$ cat src/rtl/cpu_step_ctrl.sv
// -----------------------------------------------------------------------------
// cpu_step_ctrl
//
// Board-level front end for the multi-cycle RISC-V CPU. Turns raw, bouncing
// push-buttons and a run switch into a clean clock-enable scheme on the board
// oscillator. The CPU sees one step_en pulse per state advance and a stretched,
// synchronous reset.
//
// Ports:
//   clk         board oscillator, all logic on the rising edge
//   rst_n       asynchronous active-low global reset
//   key_step_n  raw step button, active-low, asynchronous, bouncing
//   key_rst_n   raw CPU-reset button, active-low, asynchronous, bouncing
//   sw_run      raw run switch (1 = free-run), asynchronous, bouncing
//   step_en     one-cycle pulse; the CPU advances one state per pulse
//   cpu_rst_n   active-low CPU reset, synchronous to clk
//   step_cnt    step_en pulses since the last CPU reset (wraps at 16 bits)
//   run_active  debounced run-mode indicator
// -----------------------------------------------------------------------------
module cpu_step_ctrl #(
  parameter int DEBOUNCE_CYCLES = 1000000,
  parameter int RUN_DIV         = 25000000,
  parameter int RST_HOLD        = 16
) (
  input  logic        clk,
  input  logic        rst_n,
  input  logic        key_step_n,
  input  logic        key_rst_n,
  input  logic        sw_run,
  output logic        step_en,
  output logic        cpu_rst_n,
  output logic [15:0] step_cnt,
  output logic        run_active
);

  localparam int DB_W   = $clog2(DEBOUNCE_CYCLES + 1);
  localparam int DIV_W  = $clog2(RUN_DIV);
  localparam int HOLD_W = $clog2(RST_HOLD + 1);

  localparam logic [DB_W-1:0]   DB_MAX   = DB_W'(DEBOUNCE_CYCLES - 1);
  localparam logic [DIV_W-1:0]  DIV_MAX  = DIV_W'(RUN_DIV - 1);
  // step_en is registered, so it is launched one count early to be high
  // exactly while the divider sits at RUN_DIV-1.
  localparam logic [DIV_W-1:0]  DIV_PRE  = DIV_W'(RUN_DIV - 2);
  localparam logic [HOLD_W-1:0] HOLD_MAX = HOLD_W'(RST_HOLD - 1);

  // Bit order for the per-input vectors: [2] sw_run, [1] key_rst_n, [0] key_step_n.
  // Idle levels: switch off, keys released.
  localparam logic [2:0] IDLE_LEVEL = 3'b011;

  typedef enum logic [1:0] {
    R_HOLD,
    R_WAIT_REL,
    R_IDLE
  } rst_state_t;

  typedef enum logic {
    S_MANUAL,
    S_RUN
  } step_state_t;

  logic [2:0]      raw_in;
  logic [2:0]      sync_q1;
  logic [2:0]      sync_q2;
  logic [2:0]      stable;
  logic [DB_W-1:0] db_cnt [3];
  logic [1:0]      prev_key;

  logic            step_press;
  logic            rst_press;
  logic            key_rst_held;
  logic            sw_on;
  logic            rst_entry;
  logic            step_ok;

  rst_state_t      rst_state;
  step_state_t     step_state;
  logic [HOLD_W-1:0] hold_cnt;
  logic [DIV_W-1:0]  div_cnt;
  logic [15:0]       step_cnt_q;

  assign raw_in = {sw_run, key_rst_n, key_step_n};

  // Two-flop synchronizers for the asynchronous board inputs.
  // NOTE: sequential state uses non-blocking assignments so every flop samples
  // pre-edge values; blocking here would collapse the two stages into one.
  always_ff @(posedge clk or negedge rst_n) begin
    if (!rst_n) begin
      sync_q1 <= IDLE_LEVEL;
      sync_q2 <= IDLE_LEVEL;
    end else begin
      sync_q1 <= raw_in;
      sync_q2 <= sync_q1;
    end
  end

  // Debouncers: a level is accepted only after DEBOUNCE_CYCLES consecutive
  // cycles of disagreement with the current stable level; any agreement
  // restarts the count, so short glitches never propagate.
  // NOTE: the small counter array is reset explicitly element by element;
  // it is plain flops, not a RAM, so a reset costs nothing and keeps the
  // post-reset state deterministic.
  always_ff @(posedge clk or negedge rst_n) begin
    if (!rst_n) begin
      stable <= IDLE_LEVEL;
      for (int i = 0; i < 3; i++) db_cnt[i] <= '0;
    end else begin
      for (int i = 0; i < 3; i++) begin
        if (sync_q2[i] != stable[i]) begin
          if (db_cnt[i] == DB_MAX) begin
            stable[i] <= sync_q2[i];
            db_cnt[i] <= '0;
          end else begin
            db_cnt[i] <= db_cnt[i] + DB_W'(1);
          end
        end else begin
          db_cnt[i] <= '0;
        end
      end
    end
  end

  // Previous debounced key levels for falling-edge (press) detection.
  always_ff @(posedge clk or negedge rst_n) begin
    if (!rst_n) prev_key <= 2'b11;
    else        prev_key <= stable[1:0];
  end

  assign step_press   = prev_key[0] & ~stable[0];
  assign rst_press    = prev_key[1] & ~stable[1];
  assign key_rst_held = ~stable[1];
  assign sw_on        = stable[2];

  // A reset press in R_IDLE restarts the CPU reset sequence and beats any
  // step request arriving in the same cycle.
  assign rst_entry = (rst_state == R_IDLE) && rst_press;
  assign step_ok   = (rst_state == R_IDLE) && cpu_rst_n && !rst_press;

  always_ff @(posedge clk or negedge rst_n) begin
    if (!rst_n) begin
      rst_state  <= R_HOLD;
      hold_cnt   <= '0;
      cpu_rst_n  <= 1'b0;
      step_state <= S_MANUAL;
      div_cnt    <= '0;
      step_en    <= 1'b0;
      step_cnt_q <= '0;
    end else begin
      step_en <= 1'b0;

      // CPU reset sequencer.
      case (rst_state)
        R_HOLD: begin
          if (hold_cnt == HOLD_MAX) begin
            rst_state <= R_WAIT_REL;
            // With the key already released the CPU leaves reset right after
            // the hold time instead of one wait cycle later.
            cpu_rst_n <= ~key_rst_held;
          end else begin
            hold_cnt <= hold_cnt + HOLD_W'(1);
          end
        end
        R_WAIT_REL: begin
          if (!key_rst_held) begin
            rst_state <= R_IDLE;
            cpu_rst_n <= 1'b1;
          end else begin
            cpu_rst_n <= 1'b0;
          end
        end
        R_IDLE: begin
          if (rst_press) begin
            rst_state <= R_HOLD;
            hold_cnt  <= '0;
            cpu_rst_n <= 1'b0;
          end
        end
        default: begin
          rst_state <= R_HOLD;
          hold_cnt  <= '0;
          cpu_rst_n <= 1'b0;
        end
      endcase

      // Step source: manual presses or the free-running divider.
      case (step_state)
        S_MANUAL: begin
          if (sw_on) begin
            step_state <= S_RUN;
            div_cnt    <= '0;
          end else if (step_ok && step_press) begin
            step_en <= 1'b1;
          end
        end
        S_RUN: begin
          if (!sw_on) begin
            step_state <= S_MANUAL;
          end else if (rst_state == R_IDLE) begin
            // The divider is frozen while the CPU is held in reset.
            div_cnt <= (div_cnt == DIV_MAX) ? '0 : div_cnt + DIV_W'(1);
            if (step_ok && div_cnt == DIV_PRE) step_en <= 1'b1;
          end
        end
      endcase

      if (rst_entry) div_cnt <= '0;

      if (rst_entry)    step_cnt_q <= '0;
      else if (step_en) step_cnt_q <= step_cnt_q + 16'd1;
    end
  end

  assign step_cnt   = step_cnt_q;
  assign run_active = (step_state == S_RUN);

endmodule
$ cat config.mk
export PLATFORM = sky130hd
export DESIGN_NAME = cpu_step_ctrl
export DESIGN_NICKNAME = d
export VERILOG_FILES = /design/src/rtl/cpu_step_ctrl.sv
export SDC_FILE = /design/constraint.sdc
export NUM_CORES = 1
export LEC_CHECK = 0
export ABC_AREA = 0
export BUFFER_PORTS_ARGS = -buffer_cell sky130_fd_sc_hd__buf_4
export CAP_MARGIN = 20
export CORE_ASPECT_RATIO = 0.5
export CORE_MARGIN = 8
export CORE_UTILIZATION = 56
export CTS_CLUSTER_DIAMETER = 40
export DETAILED_ROUTE_END_ITERATION = 7
export HOLD_SLACK_MARGIN = 0.02
export MAX_ROUTING_LAYER = met4
export PLACE_DENSITY = 0.84
export SYNTH_ARGS = -nofsm -noshare
export SYNTH_HDL_FRONTEND = slang
export SYNTH_SLANG_ARGS = --single-unit
$ cat constraint.sdc
create_clock -name clk -period 2.1 [get_ports clk]
set_input_delay 0.315 -clock clk [delete_from_list [all_inputs] [get_ports clk]]
set_output_delay 0.315 -clock clk [all_outputs]
set_load 0.01 [all_outputs]
## Word level (Yosys, flattened, before mapping)

Index checks and enable logic that the tools add are counted.
Widths: inputs -> output; s select.

- Register bits: 122
- Latch bits: 0
- Memory bits (writable): 0
- Bits in read-only memories: 0
- Input bits: 5
- Output and inout port bits: 19
- Memories kept: 0

- Add/sub/neg operators: 6
- Multiply operators: 0
- Divide/modulo/power cells: 0
- $lt $le $gt $ge: 0
- Equality and inequality tests: 18
- Shift-type cells: 0
- Mux-type cells: 32
- Bitwise gates (word level): 6
- Reduce and logical (&&, ||, !) cells: 15

Operator list:

| cell | count |
|---|---|
| $mux 25 | 5 |
| $mux 20 | 6 |
| $add 20x1->20 const B | 3 |
| $eq 20x20->1 const B | 3 |
| $eq 25x25->1 const B | 2 |
| $pmux 25 s2 | 1 |
| $mux 16 | 2 |
| $add 25x1->25 const B | 1 |
| $add 16x1->16 const B | 1 |
| $pmux 5 s3 | 1 |
| $mux 5 | 2 |
| $mux 1 | 9 |
| $reduce_and 3->1 | 3 |
| $ne 2x2->1 const B | 4 |
| $reduce_and 2->1 | 4 |
| $mux 2 | 3 |
| $ne 3x3->1 const B | 2 |
| $pmux 2 s3 | 1 |
| $add 5x1->5 const B | 1 |
| $eq 5x4->1 const B | 1 |
| $logic_and 1x1->1 | 5 |
| $not 1->1 | 4 |
| $ne 1x1->1 | 3 |
| $ne 3x2->1 const B | 1 |
| other kinds (8) | 9 |

## Logic depth before layout (Yosys ltp)

Gate-level depths: netlist (run 1).

- Depth in word-level cells: 9
- Depth in mapped cells: 9

## Worst setup path after synthesis (run 1)

No wires, ideal clock.

- Path type: reg-to-reg
- Start: register div_cnt[7]
- End: register div_cnt[14]
- Library setup time: 0.125 ns
- Arrival time: 1.900 ns
- Path slack: 0.075 ns
- Cell stages (with the launch flop): 9
- Path buffers: 3
- Period minus slack after synthesis: 2.025 ns
- Cells stage by stage: dfrtp_1 -> buf_2 -> or4_4 -> nor4_4 -> a31oi_1 -> buf_2 -> buf_6 -> a21oi_1 -> mux2i_1

- Longest elaborated chain between the ends: 6

Ends and longest elaborated chain:

| element | line | RTL |
|---|---|---|
| start, declared | 79 | `logic [DIV_W-1:0] div_cnt;` |
| start signal, assigned | 200 | `div_cnt <= (div_cnt == DIV_MAX) ? '0 : div_cnt + DIV_W'(1);` |
| $add 25x1->25 / $eq 25x25->1 (equally long branches) | 200 |  |
| $mux 25 * | 200 |  |
| $mux 25 * | 198 | `end else if (rst_state == R_IDLE) begin` |
| $mux 25 * | 196 | `if (!sw_on) begin` |
| $pmux 25 s2 * | 186 | `case (step_state)` |
| $mux 25 * | 206 | `if (rst_entry) div_cnt <= '0;` |

Every way passes the cells marked *; elsewhere a longest branch is shown, timed or not. The select of a mux whose other input is x is not followed.
A chain may end at the register's enable or synchronous reset.

## Worst setup path after layout (run 1)

- Start: register div_cnt[15]
- End: register div_cnt[20]

Same word-level chain as after synthesis.

==> results.sh, run 1 <==
export IMPL_run_status="finished with violations"
export IMPL_violations="setup timing"
export IMPL_rsz0062_at_grt="true"
export IMPL_synthesis_area_sq_mm=0.00597
export IMPL_postLayoutCoreUtil_pct=71.6
export IMPL_rrSetupSlack_ns=-0.04
export IMPL_clkTransAtPathRegs_ns=0.06
export IMPL_wl_per_cell_um=16.8
export IMPL_wirelength_um=13800
export IMPL_slew_headroom_pct=67.1
export IMPL_cts_tree="yes"
export IMPL_grt_pass1_vias=4984
export IMPL_rows=26
export IMPL_dp_hpwl_um=8190
export IMPL_cpPeakStageDelay_ns=0.56
export IMPL_maxCapViolCount=0
export IMPL_finalCritPeriodShare_pct=102
export IMPL_cp_max_fo=7
export IMPL_avgSynthCellArea_sq_um=9.83
export IMPL_final_hold_violation_count=0
export IMPL_worst_pin_slew_ns=0.490
export IMPL_clk_latency_ns=0.41
export IMPL_cts_path_max_buffers=2
export IMPL_tns_ns=-0.101
export IMPL_port_buffers=23
export IMPL_n_fill_cell=673
export IMPL_start_util_pct=58.0
export IMPL_setup_viol=5
export IMPL_core_sq_mm=0.0103
export IMPL_hold_path_class="reg2reg"
export IMPL_die_x_um=162
export IMPL_synth_nets=620
export IMPL_drc_errors=0
export IMPL_drt_iter0_drc=317
export IMPL_pin_count=24
export IMPL_area_delta_synth_final_pct=23.3
export IMPL_slowest_stage="or4bb_1"
export IMPL_endpoint_kind="flip-flop"
export IMPL_period_needed_ns=2.14
export IMPL_fmax_mhz=466
export IMPL_gp_congestion=0.855
export IMPL_synth_seq_cells=122
export IMPL_antenna_found_initial=0
export IMPL_fin_skew_ns=0.00701
export IMPL_power_density_mw_per_mm2=824
export IMPL_crit_arrival_ns=2.43
export IMPL_nNetsFinal=681
export IMPL_ys_warn_count=0
export IMPL_worst_slack_ns=-0.0439
export IMPL_via_per_inst=5.92
export IMPL_grt_usage_pct=20.7
export IMPL_irDropWorstVdd_v=0.000493
export IMPL_worstPathCellList="or4bb_1 -> nor4_4 -> buf_4 -> a31oi_4 -> buf_6 -> a221o_1"
export IMPL_vias=4858
export IMPL_worstSetupStartpoint="div_cnt[15]"
export IMPL_grt_pass1_wl_um=23500
export IMPL_ant_nets=0
export IMPL_grt_overflow_total=0
export IMPL_drive_gt1_share_pct=17.3
export IMPL_cts_sinks=122
export IMPL_ys_flop_type="dfrtp_1"
export IMPL_whs_ns=0.349
export IMPL_htreeDepth=4
export IMPL_reg2reg_from="div_cnt[15]"
export IMPL_syn_inst=607
export IMPL_dieArea_sq_mm=0.0144
export IMPL_finalMaxSlewViolations=0
export IMPL_hp_start="sync_q1[2]"
export IMPL_cts_buffers=17
export IMPL_synth_cell_types=48
export IMPL_leakagePower_nw=3.19
export IMPL_synth_edff_count=0
export IMPL_fp_dieH_um=89.0
export IMPL_yosysSeqAreaShare_pct=51.3
export IMPL_n_antenna_cell=0
export IMPL_grt_max_degree=37
export IMPL_crit_type="reg2reg"
export IMPL_worst_ep_required_time_ns=2.39
export IMPL_drt_pass1_iterations=5
export IMPL_worstSetupStartpointType="flip-flop"
export IMPL_ctsRootBufferMaster="clkbuf_16"
export IMPL_synthArstFlopShare_pct=100
==> timing repair <==
| item | in CTS | in global routing |
|---|---|---|
| cloned | 1 | 0 |
| pin swaps | 0 | 7 |
| resized for setup | 7 | 7 |
| buffers inserted | 2 | 1 |
| hold buffers | 4 | 0 |
| hold endpoints to repair | 28 | 0 |
| setup endpoints to repair | 7 | 43 |
==> Yosys cell counts, drive strengths merged (11+ instances only) <==
cell,instances,area (sq um)
nor2,98,368
clkbuf,13,48.8
a21oi,16,80.1
a31oi,12,75.1
and4,14,123
nand2,44,165
mux2i,11,110
inv,12,45.0
xnor2,34,298
nand3,44,220
o21ai,20,100
dfrtp,114,2850
and3,22,138
xor2,38,333
nand4,26,163
==> sequential cells by signal, indices dropped and copies added, names as in the netlist <==
| name | flops |
|---|---|
| run_active | 1 |
| hold_cnt | 5 |
| sync_q2 | 3 |
| rst_state | 2 |
| stable | 3 |
| cpu_rst_n | 1 |
| div_cnt | 25 |
| db_cnt | 60 |
| prev_key | 2 |
| sync_q1 | 3 |
| step_en | 1 |
| step_cnt | 16 |
==> logic make-up (layout without fill, tap and decap cells) <==
kind of cell               after synthesis  count (layout)  synth area share [%]
and+or+nand+nor                        295             295                  25.4
DFF                                    122             122                  51.3
xor gates and xnor gates                72              72                  10.6
AOI/OAI and AO/OA                       62              62                  6.31
buffers and inverters                   35             109                  2.47
muxes                                   13              13                  2.22
adders and majority gates                8               8                  1.68
==> layout by cell type, fill, tap and decap left out, drive strengths merged, types with 3 or more instances in the layout <==
master	instances
and4	14
o21ai	20
or3	3
a41oi	4
nor3	9
clkinvlp	3
bufinv	7
nor2	98
buf	61
and3	22
a21oi	16
nor4	5
dfrtp	114
a221o	3
inv	12
xor2	38
a31oi	12
nand2b	8
xnor2	34
or4	4
and2	5
clkbuf	21
nand4	26
ha	8
nand2	44
nand3	44
mux2i	11
dfstp	8
dlygate4sd3	4
==> where the power goes <==
group | switching [mW] | internal (mW)
logic | 0.0832 | 0.0398
registers | 0.0214 | 2.38
clock network | 1.07 | 2.47
==> final cells by class <==
| class | instances | area (sq um) | area share [%] |
|---|---|---|---|
| clock buffers | 21 | 480 | 6.53 |
| multi-input cells | 450 | 2830 | 38.5 |
| clock inverters | 11 | 238 | 3.23 |
| repair buffers | 65 | 528 | 7.17 |
| flip-flops and latches | 122 | 3060 | 41.6 |
| inverters | 12 | 45.0 | 0.612 |
| well taps | 140 | 175 | 2.38 |
==> per-layer routing <==
layer	track usage [%]	vias to the layer above	part of all wire, %
li1	-	2259	-
met2	35.1	150	51
met1	23.3	2415	42
met5	-	-	0
met3	4.83	34	4.8
met4	10.5	0	2.0
==> through the flow <==
step           instance area (sq um)  worst slack [ns]  instances  power, mW
6_report                        7360           -0.0439        821       6.06
5_1_grt                         7360           -0.0914        821       6.21
3_3_place_gp                    6500            0.0400        781       2.55
3_5_place_dp                    6500          -0.00373        781       2.55
2_1_floorplan                   5970            0.0746        607       2.48
4_1_cts                         7310           -0.0254        820       6.09
==> critical path, delay by kind of cell, from the launching register on <==
| kind | cells | cell delay (ns) |
|---|---|---|
| DFF | 1 | 0.38 |
| and+or+nand+nor | 2 | 0.87 |
| buffers and inverters | 2 | 0.35 |
| AOI/OAI and AO/OA | 2 | 0.43 |
==> path summary, 6_finish.rpt <==
check	depth (start not counted)	end
worst max-delay path	6	div_cnt[20]
worst min-delay path	0	sync_q2[2]
worst max register to register	6	div_cnt[20]
worst min register to register	0	sync_q2[2]
max in group asynchronous	3	sync_q2[1]
min in group asynchronous	2	db_cnt[49]
Power figures use the tool's default switching activity.
==> inputs of run 2 (changes only) <==
CORE_UTILIZATION = 60   (was 56)
GPL_TIMING_DRIVEN = 0   (was unset)
PLACE_DENSITY = 0.86   (was 0.84)
clock period = 2.6 ns   (was 2.1 ns; I/O delays follow)
==> run 2 against run 1 <==
Compared with the run above:
- the run now ends clean
- core utilization grew 0.95 points
- total power shrank 29%
- clock skew is essentially flat
- critical endpoint is now div_cnt[21]
- first-iteration DRC count shrank 5.7%
- largest cell class unchanged
- hold slack lost 0.27 ns
- largest power group unchanged
- setup slack gained 0.32 ns
- wire length shrank 9.4%
- non-clock buffer count shrank 17
==> results.sh, run 2 (same netlist as run 1, synthesis figures left out) <==
export IMPL_worstPathCellList="nor4bb_1 -> clkbuf_1 -> nand2b_1 -> a31oi_1 -> buf_2 -> buf_6 -> a21oi_1 -> mux2i_1"
export IMPL_slew_headroom_pct=57.0
export IMPL_p_sw_share_pct=21.1
export IMPL_leakagePower_nw=2.98
export IMPL_seqPwrFrac_pct=45.1
export IMPL_power_density_mw_per_mm2=621
export IMPL_final_design_area_no_fill_sq_mm=0.00692
export IMPL_placed_cells=766
export IMPL_drt_pass1_iterations=5
export IMPL_cts_setup_buffers=0
export IMPL_mostFrequentLayoutCells="dfrtp_1, nor2_1, nand3_1, nand2_1, xor2_1"
export IMPL_cts_tree="yes"
export IMPL_ctsRootBufferMaster="clkbuf_16"
export IMPL_final_hold_violation_count=0
export IMPL_dpl_instance_area_sq_mm=0.00634
export IMPL_combinationalPowerShare_pct=2.1
export IMPL_clkTransAtPathRegs_ns=0.05
export IMPL_tns_ns=0
export IMPL_area_delta_synth_final_pct=16.0
export IMPL_maxCapViolCount=0
export IMPL_start_util_pct=62.5
export IMPL_via_per_inst=5.79
export IMPL_dieArea_sq_mm=0.0136
export IMPL_rrSetupSlack_ns=0.27
export IMPL_worst_ep_required_time_ns=2.89
export IMPL_crit_type="reg2reg"
export IMPL_fin_cells=799
export IMPL_drive_gt1_share_pct=11.6
export IMPL_wl_met1_um=5580
export IMPL_cts_sinks=122
export IMPL_ant_nets=0
export IMPL_antenna_found_initial=0
export IMPL_n_antenna_cell=0
export IMPL_grt_overflow_total=0
export IMPL_grt_pass1_wl_um=21600
export IMPL_reg2reg_from="prev_key[1]"
export IMPL_largest_reg_flops=60
export IMPL_route_met3_wl_um=671
export IMPL_run_status="complete, no violations"
export IMPL_p_sw_uw=906
export IMPL_p_int_mw=3.39
export IMPL_slowest_stage="dfstp_2"
export IMPL_vias=4629
export IMPL_setup_viol=0
export IMPL_drc_errors=0
export IMPL_drt_iter0_drc=299
export IMPL_fmax_mhz=429
export IMPL_gp_congestion=0.844
export IMPL_finalMaxSlewViolations=0
export IMPL_worstSetupStartpointType="flip-flop"
export IMPL_cts_buffers=17
export IMPL_pin_count=24
export IMPL_power_frac_clock_pct=52.9
export IMPL_clk_latency_ns=0.42
export IMPL_highest_layer="met4"
export IMPL_irDropWorstVdd_v=0.000433
export IMPL_cpPeakStageDelay_ns=0.55
export IMPL_endpoint_kind="flip-flop"
export IMPL_core_sq_mm=0.00954
export IMPL_die_x_um=157
export IMPL_finalCritPeriodShare_pct=89.6
export IMPL_grt_pass1_vias=4642
export IMPL_whs_ns=0.0775
export IMPL_postLayoutCoreUtil_pct=72.5
export IMPL_rsz0062_at_grt="false"
export IMPL_wirelength_um=12500
export IMPL_hold_end="sync_q1[1]"
export IMPL_wl_per_cell_um=15.6
export IMPL_final_common_cell="dfrtp_1"
export IMPL_cp_max_fo=10
export IMPL_critPathBufInv=3
export IMPL_grt_max_degree=91
export IMPL_crit_arrival_ns=2.62
export IMPL_dr_wl_met2_um=6100
export IMPL_fin_skew_ns=0.00662
export IMPL_reg2reg_depth=8
export IMPL_cp_top_family="buffers and inverters"
export IMPL_period_needed_ns=2.33
export IMPL_port_buffers=23
export IMPL_hold_path_class="in2reg"
export IMPL_rows=25
export IMPL_r2r_end="div_cnt[21]"
export IMPL_worst_pin_slew_ns=0.641
export IMPL_largest_register="db_cnt"
export IMPL_hold_path_cell_count=1
export IMPL_dp_hpwl_um=7740
export IMPL_nNetsFinal=664
export IMPL_fp_dieH_um=86.5
export IMPL_hp_start="key_rst_n"
export IMPL_cts_path_max_buffers=2
export IMPL_grt_usage_pct=20.3
export IMPL_htreeDepth=4
run 2: changes by cell type in the layout (fill, tap and decap cells not counted), moves of 3 or more:
cell / before / now
buf_4: 56 / 22
clkbuf_1: 0 / 17
buf_2: 1 / 7
bufinv_16: 7 / 2
clkinv_2: 1 / 6
dlygate4sd3_1: 4 / 1
run 2: worst max path at each step:
stage | start | cells after the start | slack (ns) | endpoint
2_1_floorplan | div_cnt[7] | 8 | 0.57 | div_cnt[14]
6_report | prev_key[1] | 8 | 0.27 | div_cnt[21]
3_3_place_gp | prev_key[1] | 8 | 0.32 | div_cnt[19]
5_1_grt | div_cnt[1] | 6 | 0.10 | div_cnt[24]
4_1_cts | div_cnt[4] | 6 | 0.23 | div_cnt[23]
3_5_place_dp | div_cnt[4] | 6 | 0.28 | div_cnt[21]
run 2: what timing repair did:
item / in CTS / in global routing
hold buffers: 1 / 0
hold endpoints to repair: 29 / 0
endpoints found under the setup margin: 0 / 4
gates resized for setup: 0 / 1
run 2: area by class of cell:
cell class | count | area, sq um
sequential | 122 | 3060
multi-input combinational | 450 | 2760
timing repair buffer | 25 | 214
clock inverter | 9 | 97.6
buffer | 23 | 103
clock buffer | 23 | 468
inverter | 12 | 45.0
fill | 635 | 2620
tap | 135 | 169
run 2: worst reg2reg max path, stage by stage, from the launching register on:
cell,delay [ns]
dfstp_2,0.55
nor4bb_1,0.34
clkbuf_1,0.35
nand2b_1,0.23
a31oi_1,0.10
buf_2,0.24
buf_6,0.17
a21oi_1,0.13
mux2i_1,0.10
run 2: power groups by stage:
stage | Clock [mW] | Combinational [mW] | Sequential [mW]
2_1_floorplan | 0 | 0.0352 | 1.96
3_3_place_gp | 0 | 0.0828 | 1.97
3_5_place_dp | 0 | 0.0904 | 1.97
4_1_cts | 2.30 | 0.0932 | 1.94
5_1_grt | 2.38 | 0.108 | 1.94
6_report | 2.27 | 0.0901 | 1.94
run 2: through the flow:
| stage | setup slack, ns | power, mW |
|---|---|---|
| after floorplan | 0.575 | 2.00 |
| after global placement | 0.321 | 2.05 |
| after detailed placement | 0.277 | 2.06 |
| after CTS | 0.231 | 4.33 |
| after global routing | 0.101 | 4.43 |
| final | 0.271 | 4.30 |
run 2: metal layers:
metal	track usage, %	vias to the layer above
li1	-	2217
met1	24.0	2279
met2	32.6	116
met3	6.05	17
met4	7.72	0
met5	-	-
